**src/rtl/ccm_output_unit.sv**
```systemverilog
// Capture/compare output unit: registered channel output driven by one of eight
// output modes, reacting to rising edges of the CCRn / CCR0 compare levels on timer ticks.
module ccm_output_unit (
    input  logic       MCLK,
    input  logic       reset,
    input  logic       TimerClock,
    input  logic       wOUT,
    input  logic       EQU0,
    input  logic       EQUn,
    input  logic [2:0] OUTMOD,
    output logic       OUTn
);

    localparam logic [2:0] MODE_OUT          = 3'd0;
    localparam logic [2:0] MODE_SET          = 3'd1;
    localparam logic [2:0] MODE_TOGGLE_RESET = 3'd2;
    localparam logic [2:0] MODE_SET_RESET    = 3'd3;
    localparam logic [2:0] MODE_TOGGLE       = 3'd4;
    localparam logic [2:0] MODE_RESET        = 3'd5;
    localparam logic [2:0] MODE_TOGGLE_SET   = 3'd6;

    logic out_q, out_d;
    logic e_n_q, e_n_d;
    logic e_0_q, e_0_d;
    logic ev_n, ev_0;

    always_comb begin
        ev_n  = TimerClock & EQUn & ~e_n_q;
        ev_0  = TimerClock & EQU0 & ~e_0_q;
        // History follows the compare levels on every tick regardless of OUTMOD,
        // so a mode switch never manufactures an edge.
        e_n_d = TimerClock ? EQUn : e_n_q;
        e_0_d = TimerClock ? EQU0 : e_0_q;

        out_d = out_q;
        // ev0 is applied after evN so it takes priority when both fire together.
        case (OUTMOD)
            MODE_OUT: out_d = wOUT;
            MODE_SET: begin
                if (ev_n) out_d = 1'b1;
            end
            MODE_TOGGLE_RESET: begin
                if (ev_n) out_d = ~out_q;
                if (ev_0) out_d = 1'b0;
            end
            MODE_SET_RESET: begin
                if (ev_n) out_d = 1'b1;
                if (ev_0) out_d = 1'b0;
            end
            MODE_TOGGLE: begin
                if (ev_n) out_d = ~out_q;
            end
            MODE_RESET: begin
                if (ev_n) out_d = 1'b0;
            end
            MODE_TOGGLE_SET: begin
                if (ev_n) out_d = ~out_q;
                if (ev_0) out_d = 1'b1;
            end
            default: begin
                if (ev_n) out_d = 1'b0;
                if (ev_0) out_d = 1'b1;
            end
        endcase
    end

    always_ff @(posedge MCLK or posedge reset) begin
        if (reset) begin
            out_q <= 1'b0;
            e_n_q <= 1'b0;
            e_0_q <= 1'b0;
        end else begin
            out_q <= out_d;
            e_n_q <= e_n_d;
            e_0_q <= e_0_d;
        end
    end

    assign OUTn = out_q;

endmodule

```
**config.mk**
```make
export PLATFORM = sky130hd
export DESIGN_NAME = ccm_output_unit
export DESIGN_NICKNAME = d
export VERILOG_FILES = /design/src/rtl/ccm_output_unit.sv
export SDC_FILE = /design/constraint.sdc
export NUM_CORES = 1
export LEC_CHECK = 0
export BUFFER_PORTS_ARGS = -buffer_cell sky130_fd_sc_hd__buf_2
export CAP_MARGIN = 20
export CELL_PAD_IN_SITES_DETAIL_PLACEMENT = 1
export CELL_PAD_IN_SITES_GLOBAL_PLACEMENT = 1
export CORE_AREA = 8 8 45 47
export DETAILED_ROUTE_END_ITERATION = 12
export DIE_AREA = 0 0 53 55
export HOLD_SLACK_MARGIN = 0.03
export PLACE_DENSITY_LB_ADDON = 0.1
export SYNTH_ARGS = -nofsm -noshare
export SYNTH_HDL_FRONTEND = slang
export SYNTH_SLANG_ARGS = --single-unit
```
**constraint.sdc**
```tcl
create_clock -name MCLK -period 1.8 [get_ports MCLK]
set_clock_uncertainty 0.2 [all_clocks]
set_input_delay 0.36 -clock MCLK [delete_from_list [all_inputs] [get_ports MCLK]]
set_output_delay 0.36 -clock MCLK [all_outputs]
set_load 0.02 [all_outputs]
```
==> key figures <==
Synth
  • Distinct cells, synth: 15
  • #FFs+latches synth: 3
  • Seq/Total Area, Yosys: roughly a third
  • Post-Synthesis Cells: 21
  • Synthesized area: around 220 sq um
  • Top post-synthesis cells by area: dfrtp_1 (34%), ha_1 (11%), inv_1 (6.8%), mux2_4 (6.8%), and4b_2 (5.1%)
  • Synthesized net count: 32
  • Yosys synthesis warning count: 0
  • Synth Area per Inst: around 10 sq um
  • Synth top area share: between 30% and 40%
  • Largest area contributor in the netlist: dfrtp_1

Setup path
  • Worst Path Arrival: between 1500 and 2000 ps
  • Max stage delay on crit path: between 300 and 400 ps
  • CP Cell Sequence: nand3b_1, ha_1, mux2_4, o21ai_2, o311ai_1
  • Worst Setup Start Kind: register
  • Crit end category: register
  • CP delay by family, top: flip-flops
  • CP max-delay cell: dfrtp_1
  • Worst EP required: 1690 ps
  • Buf/Inv on CP: 0
  • Crit Path Max Fanout: 2
  • Critical path class: reg -> reg

Global routing
  • First-pass GRT wire length: around 940 um
  • Initial antenna violation count: 0
  • Largest net degree at the start of global routing: 6
  • Grt ovf: 0
  • Total Routing Usage GR: ~4.6%
  • Number of global-route vias before repair: 235

Clock tree
  • Largest buffer count on any clock path: 2
  • Worst-skew pair later-pin latency: 230 ps
  • Hold_buf cts: 1
  • # Post-CTS Setup Buffers: 0
  • Root buffer cell: clkbuf_4
  • H-tree Lvls: 1
  • CTS Buf Count: 3
  • Clock slew at reported path FFs: around 40 ps
  • CTS tree: built
  • # clock sinks: 3
  • Cts repair resizes: 0

Placement
  • I/O Buffers: 9
  • Post-DP HPWL: between 400 and 500 um
  • Setup WS pre-CTS: about 10 ps
  • RePlAce Congestion: roughly 0.61

Job
  • Max-cap viol count: 0

Timing
  • TNS Setup: 0 ps
  • Unrepaired setup endpoints after global routing: false
  • Number of setup violations in the final report: 0
  • Crit path time final: between 1500 and 2000 ps
  • Worst-Margin Slew: roughly 290 ps
  • Crit share post-route: a little over nine tenths
  • Worst setup margin: between 100 and 150 ps
  • Final Hold Viols: 0
  • Achievable clock frequency: around 0.59 GHz
  • Max-slew headroom: between 80 and 90%
  • Final Slew Violations: 0

Final layout
  • Most common cell after layout, fill and taps aside: buf_2
  • N_diodes: 0
  • Most frequent cells in the layout: buf_2 (9), inv_1 (4), dfrtp_1 (3), clkbuf_4 (3), ha_1 (2)
  • Area growth, synth to finish: 46.0%
  • Share of cells above drive strength 1: between 40 and 50%
  • Final #Nets: 47

Power and ir drop
  • Pwr Density: about 910 mW/mm^2
  • Overall Power: between 0.0002 and 0.0003 W
  • Int Pwr: about 0.00021 W
  • Sequential Power Share: 29.1%
  • Static leakage: about 0.16 nW
  • Peak supply drop: slightly above 0.3 mV
  • Clock Power Share: 40.3%
  • Psw: 0.0000856 W
  • Switch share: approximately 29%
  • Combinational cell fraction of total power: between 30% and 40%

Floorplan
  • Die Area: roughly 0.0029 sq mm
  • Initial Util: between 10% and 20%
  • CORE AREA: approximately 0.0014 sq mm
  • Die width: between 50 and 60 um
  • Row cnt: 14
  • I/O Pins: 10
  • Die Y: around 55 um

Drt
  • Routed len/inst: roughly 11 um
  • First-pass DRT Iterations: 2
  • Post-Route WL: a little under 600 um
  • Routed via count: 204
  • DR DRC count: 0
  • Detail Route Antenna Nets: 0
  • Vias per cell: around 4.0
  • Iter 0 DRT Violations: 2

Run status
  • Outcome: finished clean

Hold path
  • HP Class: in -> reg
## worst register-to-register path, cell delays in order (launching register included)
cell and delay [ps]:
dfrtp_1 360, nand3b_1 190, ha_1 300, mux2_4 280
o21ai_2 110, o311ai_1 110
## worst paths after layout
| kind | from | end | slack, ps | depth (start not counted) |
|---|---|---|---|---|
| setup / recovery | e_n_q | OUTn | 110 | 5 |
| hold / removal | EQUn | e_n_q | 180 | 2 |
| setup reg to reg | e_n_q | OUTn | 110 | 5 |
| hold reg to reg | e_n_q | e_n_q | 290 | 1 |
| max in group asynchronous | reset | e_n_q | 940 | 3 |
| min in group asynchronous | reset | e_0_q | 340 | 3 |
## registers in the layout, indices dropped and copies added (netlist names)
name / count
OUTn: 1
e_0_q: 1
e_n_q: 1
## layout make-up
type | instances | area, sq um
Clock buffer | 4 | 26.3
Fill cell | 168 | 1060
Inverter | 4 | 15.0
Multi-Input combinational cell | 14 | 130
Sequential cell | 3 | 75.1
Tap cell | 16 | 20.0
Timing Repair Buffer | 10 | 55.1
## synth_stat cells (all sizes together)
library cell  n
inv           4
dfrtp         3
ha            2
mux2          2
o21ai         2
and3b         1
and4b         1
mux2i         1
nand2         1
nand3b        1
nor3b         1
o22ai         1
o311ai        1
## routing by layer
| metal | share of wire [%] | up-vias | global-route usage (%) |
|---|---|---|---|
| met2 | 52 | 5 | 7.42 |
| met3 | 9.6 | 0 | 1.60 |
| met4 | 0 | 0 | 6.47 |
| met5 | 0 | - | 0 |
| li1 | - | 102 | - |
| met1 | 38 | 97 | 3.81 |
## power by group through the flow
stage               registers (W)   logic, W  clock network (W)
global route            0.0000870   0.000100           0.000132
finish                  0.0000852  0.0000894           0.000118
global placement        0.0000864  0.0000882                  0
detailed placement      0.0000866  0.0000899                  0
CTS                     0.0000857  0.0000918           0.000125
floorplan               0.0000926  0.0000504                  0
## stage by stage
| step | cell area [sq um] | hold slack, ps | std cells | util, % |
|---|---|---|---|---|
| final | 322 | 179 | 51 | 23.2 |
| after floorplan | 220 | -86.4 | 21 | - |
| after global routing | 322 | 183 | 51 | 23.2 |
| after detailed placement | 285 | 28.4 | 46 | 20.6 |
| after CTS | 322 | 171 | 51 | 23.2 |
| after global placement | 285 | 27.5 | 46 | 20.6 |
## kinds of logic after synthesis
kind of cell / count (synthesis) / share of synthesized area [%]
and+or+nand+nor: 5 / 18.2
AOI/OAI and AO/OA: 4 / 13.1
DFF: 3 / 34.1
muxes: 3 / 16.5
buffers and inverters: 4 / 6.82
adders and majority gates: 2 / 11.4
No activity file was read; power rests on OpenSTA's default activity.
